File: config.mk
export PLATFORM = sky130hd
export DESIGN_NAME = nf10_barrier_client
export DESIGN_NICKNAME = d
export VERILOG_FILES = /design/src/rtl/nf10_barrier_client.sv
export SDC_FILE = /design/constraint.sdc
export NUM_CORES = 1
export LEC_CHECK = 0
export CAP_MARGIN = 20
export CORE_ASPECT_RATIO = 0.9
export CORE_MARGIN = 2
export CORE_UTILIZATION = 45
export DETAILED_ROUTE_END_ITERATION = 8
export GPL_ROUTABILITY_DRIVEN = 1
export PLACE_DENSITY = 0.63
export SETUP_SLACK_MARGIN = 0.02
export SYNTH_ARGS = -nofsm -noshare
export SYNTH_HDL_FRONTEND = slang
export SYNTH_SLANG_ARGS = --single-unit
File: constraint.sdc
create_clock -name axi_aclk -period 2.3 [get_ports axi_aclk]
set_input_delay 0.575 -clock axi_aclk [delete_from_list [all_inputs] [get_ports axi_aclk]]
set_output_delay 0.575 -clock axi_aclk [all_outputs]
set_load 0.01 [all_outputs]
File: src/rtl/nf10_barrier_client.sv
// Client end of the barrier handshake: drains local traffic, waits for
// quiet, requests the barrier and reports completion to the sequencer.
module nf10_barrier_client #(
    parameter int CNT_WIDTH      = 16,
    parameter int QUIET_CYCLES   = 16,
    parameter int TIMEOUT_CYCLES = 1500
) (
    input  logic                 axi_aclk,
    input  logic                 axi_resetn,
    input  logic                 barrier_valid,
    output logic                 barrier_ready,
    input  logic                 pkt_issue,
    input  logic                 pkt_retire,
    input  logic                 barrier_proceed,
    output logic                 barrier_req,
    output logic                 activity,
    output logic                 barrier_done,
    output logic [CNT_WIDTH-1:0] outstanding,
    output logic                 err_underflow,
    output logic                 err_overflow,
    output logic                 err_traffic,
    output logic                 err_timeout
);

    typedef enum logic [1:0] {
        IDLE,
        DRAIN,
        REQ,
        RELEASE
    } state_e;

    localparam logic [CNT_WIDTH-1:0] CNT_ONE    = 1;
    localparam logic [7:0]           QUIET_LAST = 8'(QUIET_CYCLES - 1);
    localparam logic [15:0]          TMO        = 16'(TIMEOUT_CYCLES);

    state_e                 state_q, state_d;
    logic                   sync1_q, proceed_s;
    logic [7:0]             quiet_q, quiet_d;
    logic [15:0]            req_cnt_q, req_cnt_d;
    logic [CNT_WIDTH-1:0]   cnt_q, cnt_d;
    logic                   req_q, done_q, done_d, act_q;
    logic                   unf_q, unf_d, ovf_q, ovf_d;
    logic                   trf_q, trf_d, tmo_q, tmo_d;
    logic                   ready;
    logic                   qualify;

    assign qualify = (cnt_q == '0) && !pkt_issue && !pkt_retire;

    always_comb begin
        cnt_d = cnt_q;
        unf_d = unf_q;
        ovf_d = ovf_q;
        trf_d = trf_q;
        if (pkt_issue && !pkt_retire) begin
            if (cnt_q == '1) ovf_d = 1'b1;
            else             cnt_d = cnt_q + CNT_ONE;
        end else if (pkt_retire && !pkt_issue) begin
            if (cnt_q == '0) unf_d = 1'b1;
            else             cnt_d = cnt_q - CNT_ONE;
        end
        // Traffic while the barrier is requested breaks the quiet guarantee.
        if (state_q == REQ && (pkt_issue || pkt_retire)) trf_d = 1'b1;
    end

    always_comb begin
        state_d   = state_q;
        quiet_d   = quiet_q;
        req_cnt_d = req_cnt_q;
        tmo_d     = tmo_q;
        done_d    = 1'b0;
        ready     = 1'b0;
        unique case (state_q)
            IDLE: begin
                ready = 1'b1;
                if (barrier_valid) begin
                    state_d = DRAIN;
                    quiet_d = '0;
                end
            end
            DRAIN: begin
                if (!qualify) begin
                    quiet_d = '0;
                end else if (quiet_q == QUIET_LAST) begin
                    state_d   = REQ;
                    req_cnt_d = '0;
                end else begin
                    quiet_d = quiet_q + 8'd1;
                end
            end
            REQ: begin
                if (req_cnt_q != '1) req_cnt_d = req_cnt_q + 16'd1;
                if (req_cnt_d == TMO) tmo_d = 1'b1;
                if (proceed_s) state_d = RELEASE;
            end
            RELEASE: begin
                if (!proceed_s) begin
                    state_d = IDLE;
                    done_d  = 1'b1;
                end
            end
            default: state_d = IDLE;
        endcase
    end

    always_ff @(posedge axi_aclk or negedge axi_resetn) begin
        if (!axi_resetn) begin
            state_q   <= IDLE;
            sync1_q   <= 1'b0;
            proceed_s <= 1'b0;
            quiet_q   <= '0;
            req_cnt_q <= '0;
            cnt_q     <= '0;
            req_q     <= 1'b0;
            done_q    <= 1'b0;
            act_q     <= 1'b0;
            unf_q     <= 1'b0;
            ovf_q     <= 1'b0;
            trf_q     <= 1'b0;
            tmo_q     <= 1'b0;
        end else begin
            state_q   <= state_d;
            sync1_q   <= barrier_proceed;
            proceed_s <= sync1_q;
            quiet_q   <= quiet_d;
            req_cnt_q <= req_cnt_d;
            cnt_q     <= cnt_d;
            req_q     <= (state_d == REQ);
            done_q    <= done_d;
            act_q     <= pkt_issue | pkt_retire;
            unf_q     <= unf_d;
            ovf_q     <= ovf_d;
            trf_q     <= trf_d;
            tmo_q     <= tmo_d;
        end
    end

    assign barrier_ready = ready;
    assign barrier_req   = req_q;
    assign barrier_done  = done_q;
    assign activity      = act_q;
    assign outstanding   = cnt_q;
    assign err_underflow = unf_q;
    assign err_overflow  = ovf_q;
    assign err_traffic   = trf_q;
    assign err_timeout   = tmo_q;

endmodule

==> qor.yml <==
logic_synthesis:
  synth_xor_area_frac: 0.0168
  synth_seq_area_share: 0.349
  synth.area.top_cells: "dfrtp_1 35%, ha_1 6.8%, a21oi_1 4.8%, nand2_1 3.7%, nor2_1 3.6%"
  synthTopCellsByCount: "51 x dfrtp_1, 36 x nand2_1, 35 x a21oi_1, 35 x nor2_1, 23 x o21ai_0"
  synthSimpleGateAreaFrac: 0.222
  synthArstFlopShare: 1.00
  synthCells: 424
  synthMuxAreaShare: 0.00308
  yosysUniqueCellTypes: 64
  synth.avg_cell_area_um2: 8.62
  synth_top_family_by_area: "compound AO/OA/AOI/OAI gates"
  synth_most_common_cell: "dfrtp_1"
  ys_ff_latch: 51
  ys.flop_type: "dfrtp_1"
  synth_nets: 451
  synth_top_area_share: 0.349
  synth-edff-count: 0
  yosys_warnings: 0
  synthAdderAreaFrac: 0.0739
  synth_compound_area_frac: 0.296
  yosys.area.top_type: "dfrtp_1"
  syn-cell-area_um2: 3650
route:
  wl_met2_um: 5380
  routed.top_layer: "met4"
  drt-pass1-iter-count: 5
  routedWlPerCell_um: 16.2
  route.met3.wl_um: 467
  wirelength_um: 10800
  drc: 0
  vias: 3910
  ant_nets: 0
  drtIter0Drc: 167
  met1_length_um: 4850
  vias_per_cell: 5.90
critical_path:
  timing.rr.end: "quiet_q[3]$_DFFE_PN0P_"
  crit_buf_inv: 1
  cpMaxStageDelayCell: "or4_4"
  crit_chain: "or4_4, or4_4, nor3_4, buf_6, nand3_4, o31ai_2"
  end_kind: "flip-flop"
  critical_path.startpoint: "outstanding[0]$_DFFE_PN0P_"
  critPathTopFamily: "simple AND/OR/NAND/NOR gates"
  max_stage_delay_ps: 620
  crit_arrival_ps: 2580
  required_ps: 2520
  r2r_slack_ps: -70
  crit_type: "reg2reg"
  cpMostUsedCell: "or4_4"
  cp-start-kind: "flip-flop"
  crit_fanout: 6
  r2r_cells: 6
  r2r-start: "outstanding[0]$_DFFE_PN0P_"
sta:
  hold_viol: 0
  setup_viol: 7
  post-route-period-util: 1.03
  fin_ws_ps: -66.0
  period_minus_slack_ps: 2370
  rsz0062_at_grt: "true"
  drv_slew: 0
  timing.hold.ws_ps: 252
  tns_ps: -277
  tightest_slew_ps: 598
  fin_skew_ps: 4.95
  max_freq_mhz: 423
  max-slew-margin-rel: 0.599
floorplanning:
  die_h_um: 89.5
  design.die.area_um2: 8860
  core_area_um2: 7950
  placement_rows: 31
  start_util: 0.460
  ios: 30
  die_w_um: 99.0
clock_network:
  cts_buffer_depth: 2
  clock-sinks: 51
  clockRootBuffer: "clkbuf_8"
  clk_latency_ps: 300
  hold_buffers: 0
  cts_tree: "done"
  clkTransAtPathRegs_ps: 100
  htree_levels: 2
  cts_buffers: 5
pwr:
  peakVddDrop_uv: 768
  power_density_nw_per_um2: 892
  p_leak_nw: 2.38
final_layout:
  diodes: 0
  nets: 590
  drive_above_1_share: 0.332
  utilization: 0.668
  syn2layout_area_growth_pct: 45.3
  design_area_um2: 5310
min_path:
  hold_class: "in2async"
global_route:
  grt_usage: 0.244
  grt_overflow: 0
  grt_pass1_vias: 3781
  grt_pass1_wl_um: 17600
  antenna_found_initial: 0
  grt_max_degree: 52
place:
  dp.final_hpwl_um: 7910
  dpl_cell_area_um2: 4920
  port_buffers: 29
  gp_congestion: 0.903
flow_run:
  max-cap-violations: 0
status:
  violations: "setup timing"
  status: "finished, violations left"
## flip-flops by register name, indices dropped and copies added, names as in the netlist, 2 cells and up
register and flops:
outstanding 16, req_cnt_q 16, quiet_q 8, state_q 2
## per-stage QoR
| step | setup slack (ps) | std cells | power (W) |
|---|---|---|---|
| floorplan | -116 | 424 | 0.00261 |
| detailed placement | -658 | 642 | 0.00394 |
| CTS | -71.5 | 656 | 0.00467 |
| global placement | -621 | 642 | 0.00388 |
| finish | -66.0 | 663 | 0.00474 |
| global route | -128 | 663 | 0.00507 |
## worst max-delay path by stage
stage | cells past startpoint | endpoint
2_1_floorplan | 8 | outstanding[14]$_DFFE_PN0P_
3_5_place_dp | 9 | outstanding[14]$_DFFE_PN0P_
5_1_grt | 6 | quiet_q[3]$_DFFE_PN0P_
4_1_cts | 6 | quiet_q[6]$_DFFE_PN0P_
6_report | 6 | quiet_q[3]$_DFFE_PN0P_
3_3_place_gp | 9 | outstanding[14]$_DFFE_PN0P_
## layout by cell type (no fill, tap or decap), types with 9 or more instances in the layout
cell type,instances
nand2_1,33
ha_1,15
nand3_1,13
nand4_1,12
inv_1,14
clkdlybuf4s50_1,26
a21oi_1,33
o21ai_0,19
nor3_1,9
buf_4,117
o31ai_1,10
dfrtp_1,46
nor2_1,35
## cell families (layout without fill, tap and decap cells)
family          Yosys count  in the layout
compound gates          155            155
mux                       1              1
flops                    51             51
buf+inv                  36            176
simple gates            153            153
xor+xnor                  7              7
fa+ha+maj                21             21
## area by class of cell
type | instances | area, um2
Fill cell | 647 | 2640
Multi-Input combinational cell | 337 | 2470
Sequential cell | 51 | 1280
Timing Repair Buffer | 152 | 1250
Tap cell | 99 | 124
Clock buffer | 6 | 82.6
Inverter | 15 | 61.3
Clock inverter | 2 | 35.0
Timing Repair inverter | 1 | 6.26
## what timing repair did
item,in CTS,in global routing
setup buffers,5,7
setup endpoints to repair,38,28
gates resized for setup,20,26
cloned,1,0
pin swaps,9,17
## per-layer routing
layer	up-vias	GRT usage
li1	1908	-
met1	1894	0.317
met2	102	0.441
met3	6	0.0344
met4	0	0.0448
met5	-	0
## power breakdown
group	internal (W)	leakage, nW	switching (W)
clock	0.000353	0.0612	0.000319
sequential	0.00105	0.643	0.0000810
combinational	0.00158	1.67	0.00136
Note: power is estimated with default switching activity, not from simulation.
